[src/rtl/gpr_pkg.sv]
// Shared constants and helpers for the multi-port register file and its scoreboard.
// Defines the default widths, the hardwired-zero register index and a flattened-port slice helper.
package gpr_pkg;

  localparam int unsigned REG_ZERO   = 0;
  localparam int unsigned DEF_DATA_W = 32;
  localparam int unsigned DEF_ADDR_W = 5;

  // Per-register scoreboard action for one clock edge.
  typedef enum logic [1:0] {
    SB_HOLD  = 2'd0,
    SB_CLEAR = 2'd1,
    SB_SET   = 2'd2
  } sb_op_e;

  // Low bit index of lane idx inside a flattened bus of w-bit lanes.
  function automatic int unsigned slice_lo(input int unsigned idx, input int unsigned w);
    return idx * w;
  endfunction

endpackage

[src/rtl/gpr_sb.sv]
// Pending-write scoreboard: one busy bit per register plus a registered popcount.
// Priority per edge is flush, then issue-set, then writeback-clear.
module gpr_sb
  import gpr_pkg::*;
#(
  parameter int ADDR_W = DEF_ADDR_W
) (
  input  logic                     clk,
  input  logic                     reset,
  input  logic                     flush,
  input  logic                     clr0_en,
  input  logic [ADDR_W-1:0]        clr0_addr,
  input  logic                     clr1_en,
  input  logic [ADDR_W-1:0]        clr1_addr,
  input  logic                     set_en,
  input  logic [ADDR_W-1:0]        set_addr,
  output logic [(2**ADDR_W)-1:0]   busy,
  output logic [ADDR_W:0]          busy_cnt
);

  localparam int DEPTH = 2**ADDR_W;
  localparam int CNT_W = ADDR_W + 1;

  logic [DEPTH-1:0] busy_reg;
  logic [DEPTH-1:0] busy_next;
  logic [CNT_W-1:0] cnt_next;
  logic [CNT_W-1:0] cnt_reg;

  // The zero register can never have a pending producer.
  assign busy_next[REG_ZERO] = 1'b0;

  generate
    for (genvar gi = 1; gi < DEPTH; gi++) begin : g_bit
      sb_op_e op;

      always_comb begin
        op = SB_HOLD;
        if (flush) begin
          op = SB_CLEAR;
        end else if (set_en && (set_addr == ADDR_W'(gi))) begin
          // A newly issued producer supersedes a retiring one.
          op = SB_SET;
        end else if ((clr1_en && (clr1_addr == ADDR_W'(gi))) ||
                     (clr0_en && (clr0_addr == ADDR_W'(gi)))) begin
          op = SB_CLEAR;
        end
      end

      always_comb begin
        case (op)
          SB_SET:   busy_next[gi] = 1'b1;
          SB_CLEAR: busy_next[gi] = 1'b0;
          default:  busy_next[gi] = busy_reg[gi];
        endcase
      end
    end
  endgenerate

  always_comb begin
    cnt_next = '0;
    for (int i = 0; i < DEPTH; i++) begin
      cnt_next = cnt_next + CNT_W'(busy_next[i]);
    end
  end

  always_ff @(posedge clk or negedge reset) begin
    if (!reset) begin
      busy_reg <= '0;
      cnt_reg  <= '0;
    end else begin
      busy_reg <= busy_next;
      cnt_reg  <= cnt_next;
    end
  end

  assign busy     = busy_reg;
  assign busy_cnt = cnt_reg;

endmodule

[src/rtl/gpr_mp.sv]
// Multi-port register file: NRD bypassed read ports, two prioritised write ports,
// and per-port hazard flags driven from the pending-write scoreboard.
module gpr_mp
  import gpr_pkg::*;
#(
  parameter int DATA_W = DEF_DATA_W,
  parameter int ADDR_W = DEF_ADDR_W,
  parameter int NRD    = 2
) (
  input  logic                    clk,
  input  logic                    reset,
  input  logic                    we0,
  input  logic [ADDR_W-1:0]       wa0,
  input  logic [DATA_W-1:0]       wd0,
  input  logic                    we1,
  input  logic [ADDR_W-1:0]       wa1,
  input  logic [DATA_W-1:0]       wd1,
  input  logic [NRD*ADDR_W-1:0]   ra,
  output logic [NRD*DATA_W-1:0]   rd,
  output logic [NRD-1:0]          rhaz,
  input  logic                    iss_en,
  input  logic [ADDR_W-1:0]       iss_addr,
  input  logic                    flush,
  output logic [ADDR_W:0]         busy_cnt
);

  localparam int DEPTH = 2**ADDR_W;
  localparam logic [ADDR_W-1:0] ZERO_ADDR = ADDR_W'(REG_ZERO);

  logic              eff0;
  logic              eff1;
  logic              iss_eff;
  logic [DEPTH-1:0]  busy;
  logic [DATA_W-1:0] regs [DEPTH];

  assign eff0    = we0 && (wa0 != ZERO_ADDR);
  assign eff1    = we1 && (wa1 != ZERO_ADDR);
  assign iss_eff = iss_en && (iss_addr != ZERO_ADDR);

  // Entry 0 is reset and then never written, so it stays zero.
  always_ff @(posedge clk or negedge reset) begin
    if (!reset) begin
      for (int i = 0; i < DEPTH; i++) begin
        regs[i] <= '0;
      end
    end else begin
      for (int i = 1; i < DEPTH; i++) begin
        if (eff1 && (wa1 == ADDR_W'(i))) begin
          regs[i] <= wd1;
        end else if (eff0 && (wa0 == ADDR_W'(i))) begin
          regs[i] <= wd0;
        end
      end
    end
  end

  generate
    for (genvar gi = 0; gi < NRD; gi++) begin : g_rd
      logic [ADDR_W-1:0] addr;
      logic              hit0;
      logic              hit1;

      assign addr = ra[slice_lo(gi, ADDR_W) +: ADDR_W];
      assign hit1 = eff1 && (wa1 == addr);
      assign hit0 = eff0 && (wa0 == addr);

      assign rd[slice_lo(gi, DATA_W) +: DATA_W] =
        (addr == ZERO_ADDR) ? '0  :
        hit1                ? wd1 :
        hit0                ? wd0 :
                              regs[addr];

      // A value retiring this cycle is forwarded above, so it is not a hazard.
      assign rhaz[gi] = (addr != ZERO_ADDR) && busy[addr] && !hit1 && !hit0;
    end
  endgenerate

  gpr_sb #(
    .ADDR_W(ADDR_W)
  ) u_sb (
    .clk       (clk),
    .reset     (reset),
    .flush     (flush),
    .clr0_en   (eff0),
    .clr0_addr (wa0),
    .clr1_en   (eff1),
    .clr1_addr (wa1),
    .set_en    (iss_eff),
    .set_addr  (iss_addr),
    .busy      (busy),
    .busy_cnt  (busy_cnt)
  );

endmodule

[config.mk]
export PLATFORM = sky130hd
export DESIGN_NAME = gpr_mp
export DESIGN_NICKNAME = d
export VERILOG_FILES = /design/src/rtl/gpr_pkg.sv /design/src/rtl/gpr_sb.sv /design/src/rtl/gpr_mp.sv
export SDC_FILE = /design/constraint.sdc
export NUM_CORES = 2
export LEC_CHECK = 0
export CORE_MARGIN = 2
export CORE_UTILIZATION = 37
export DETAILED_ROUTE_END_ITERATION = 7
export PLACE_DENSITY = 0.58
export SYNTH_ARGS = -nofsm -noshare
export SYNTH_HDL_FRONTEND = slang
export SYNTH_HIERARCHICAL = 1
export SYNTH_SLANG_ARGS = --single-unit
[constraint.sdc]
create_clock -name clk -period 16.1 [get_ports clk]
set_clock_uncertainty 0.2 [all_clocks]
set_input_delay 4.025 -clock clk [delete_from_list [all_inputs] [get_ports clk]]
set_output_delay 4.025 -clock clk [all_outputs]
set_load 0.01 [all_outputs]
==> results.md <==
- Synthesis warning total: 70
- Crit path DAT: just under 10000 ps
- Post-synth ARST share: 100.0%
- R2R depth: 16
- Worst-Skew Late Latency: 760 ps
- Top Layer Used: met4
- Slew Limit Fails: 0
- Post-Syn Area per Cell: just under 10 um^2
- Core box area: roughly 190000 um^2
- Top cells by area, synth: dfrtp_1, mux2i_1, a21oi_1
- Clock root buffer: clkbuf_16
- DR iter-0 viols: between 6000 and 7000
- Most common cell after layout, fill and taps aside: mux2i_1
- Crit Path Max Fanout: 33
- Post-Syn Area: ~69000 um^2
- Startpoint types: input pin
- Post-synthesis register bit count: just over 1000
- Total grt overflow: 0
- Leakage power: 33.09 nW
- Syn_nets: between 7000 and 8000
- Post-Route WL: around 280000 um
- Max reg flops: 992
- Data required, critical path: roughly 12000 ps
- CP Capture Type: primary output
- EDFF count, synth: 0
- Site Rows: 158
- Vias per cell: ~6.4
- Synth Flop Type: dfrtp_1
- Crit path kind: in -> out
- Largest family of logic cells by synthesized area: multiplexers
- RSZ-0062 raised after global routing: no
- First-pass GRT wire length: about 400000 um
- Met3 wire length: about 27000 um
- Clock H-tree levels: 3
- Wire per inst: 30.84 um
- Most frequent cells in the layout: mux2i_1, dfrtp_1, nor2_1
- Tcrit/Tclk final: between 80% and 90%
- Yosys top cell area share: roughly 37%
- Vias in the first global route: around 57000
- Seq/Total Area, Yosys: 37.39%
- Via count: between 50000 and 60000
- Max IR drop VDD: between 90 and 100 uV
- Final Hold Viols: 0
- Area delta synth->final: 9.777%
- Multi-input gate area: 39590 um^2
- Delay-heaviest family, CP: buffers and inverters
- Post-synthesis compound-gate area fraction: ~15%
- Register Area: about 26000 um^2
- Worst path depth: 8
- CP max-delay cell: o311ai_1
- Met2 wire length: approximately 130000 um
- Max Root-Sink Buffers: 3
- Clock Sinks: roughly 1000
- Post-synthesis mux area share: a little under a third
- Power Density: 120.4 nW/um^2
- Post-CTS Setup Bufs: 0
- GR Util All Layers: around 29%
- Initial core utilization: roughly 37%
- Most used cell, CP: clkdlybuf4s50_1
- Number of port buffers: around 170
- Routability cong.: roughly 0.9
- Worst path cell trace: clkdlybuf4s50_1, or2_1, o311ai_2, or2_2, buf_4, nand3b_4, o311ai_1, clkdlybuf4s50_1
- Worst path max stage delay: 1400 ps
- Worst hold stages: 2
- Synth area leader: dfrtp_1
- Relative slew slack: approximately 6.6%
- Final Util: 40.81%
- WP buf/inv: 3
- Max Clock Freq: between 70 and 80 MHz
- Setup TNS: 0 ps
- Worst Hold Class: reg -> reg
- Clock-pin slew on the worst setup and hold paths: 60 ps
- CTS tree: built
- Simple-gate area share of the yosys netlist: a little under 9%
- Synth Area in XOR/XNOR: 0.2925%
- Smallest hold slack: between 300 and 400 ps
- Worst-margin pin slew: 1379 ps
- DR DRC count: 0
- M1 wire length: around 110000 um
- Ports: 167
- # fillers: between 15000 and 20000
- Fraction of layout cells with a size suffix above 1: between 10 and 15%
- Initial antenna violation count: 3
- Final Critical Period: roughly 14000 ps
- ANT nets after route: 0
- Final setup vio count: 0
- Hold-fix buffers, CTS: 0
- Cells after synthesis: approximately 7000
- Die height: between 400 and 500 um
- Adder-cell share of the synthesized area: between 1 and 1.5%
- Number of max-cap violations: 0
- CTS-repair resized insts: 0
- Largest net degree at the start of global routing: between 150 and 200
- Pre-antenna DRT Iters: 8
- Status: completed
- Netlist cell types: 70
- Die width: around 440 um
- Die area: approximately 190000 um^2
- Nets: about 6800
- TritonCTS Buffers: approximately 110
- Detailed placement HPWL: around 160000 um
==> report_power, final <==
group	leakage, nW	switching (mW)	total (mW)	internal, mW
clock	1.96	1.21	2.84	1.63
sequential	12.1	0.562	3.84	3.28
combinational	19.0	1.26	2.41	1.16
==> area by class of cell <==
class                      count  share of cell area, %
timing repair buffer         341                  4.012
sequential                  1029                  34.06
antenna                        2               0.006621
tap                         2480                  4.105
clock inverter                50                 0.8921
multi-input combinational   5071                  52.38
clock buffer                 163                  4.361
inverter                      37                 0.1837
==> path summary, 6_finish.rpt <==
kind,end,slack [ps],from
worst max-delay path,rd[1],2200,wa1[0]
worst min-delay path,regs[244]$_DFFE_PN0P_,360,regs[244]$_DFFE_PN0P_
worst max register to register,u_sb/busy_cnt[4]$_DFF_PN0_,10650,u_sb/busy[26]$_DFF_PN0_
worst min register to register,regs[244]$_DFFE_PN0P_,360,regs[244]$_DFFE_PN0P_
max in group asynchronous,regs[71]$_DFFE_PN0P_,10340,reset
min in group asynchronous,u_sb/busy_cnt[5]$_DFF_PN0_,3030,reset
==> layer usage <==
layer | global-route usage, % | vias up
met3 | 6.046 | 975
met2 | 44.54 | 3401
met4 | 18.50 | 0
met5 | 0 | -
li1 | - | 24690
met1 | 36.78 | 29200
==> stage by stage <==
stage	setup slack, ps	power, mW	instance area (um^2)	cells
global route	2371	9.498	75590	9171
global placement	2481	6.132	71620	8958
finish	2198	9.102	75590	9173
CTS	2460	9.064	75590	9171
floorplan	5595	5.431	68860	6998
detailed placement	2466	6.231	71620	8958
==> tightest hold or removal path, cell delays in order (launching register included) <==
cell     delay, ps
dfrtp_1        360
nor2_1          50
a21oi_1        100
==> cells in the mapped netlist, types with 17 or more instances <==
| cell type | number |
|---|---|
| a211oi_2 | 25 |
| a21oi_1 | 899 |
| a221oi_1 | 63 |
| a32oi_1 | 32 |
| buf_1 | 80 |
| buf_2 | 255 |
| buf_4 | 37 |
| buf_6 | 29 |
| clkbuf_1 | 457 |
| dfrtp_1 | 1029 |
| fa_1 | 23 |
| ha_1 | 38 |
| inv_1 | 37 |
| mux2_2 | 188 |
| mux2i_1 | 1503 |
| mux4_2 | 182 |
| nand2_1 | 207 |
| nand2b_1 | 20 |
| nand3_1 | 17 |
| nand4_1 | 37 |
| nor2_1 | 914 |
| nor2b_1 | 44 |
| nor3_1 | 35 |
| o21ai_0 | 96 |
| o21ai_1 | 33 |
| o21bai_1 | 38 |
| o22a_1 | 31 |
| o22ai_1 | 348 |
| o311ai_2 | 30 |
| o31ai_1 | 69 |
| o31ai_2 | 25 |
| or3_1 | 68 |
| xnor2_1 | 19 |
==> kinds of logic after synthesis <==
kind of cell             Yosys count
multiplexers                    1873
AO/OA/AOI/OAI                   1718
AND/OR/NAND/NOR                 1395
flip-flops                      1029
buffers and inverters            898
adder cells (fa/ha/maj)           61
XOR/XNOR                          23
other                              1
Power figures use the tool's default switching activity.
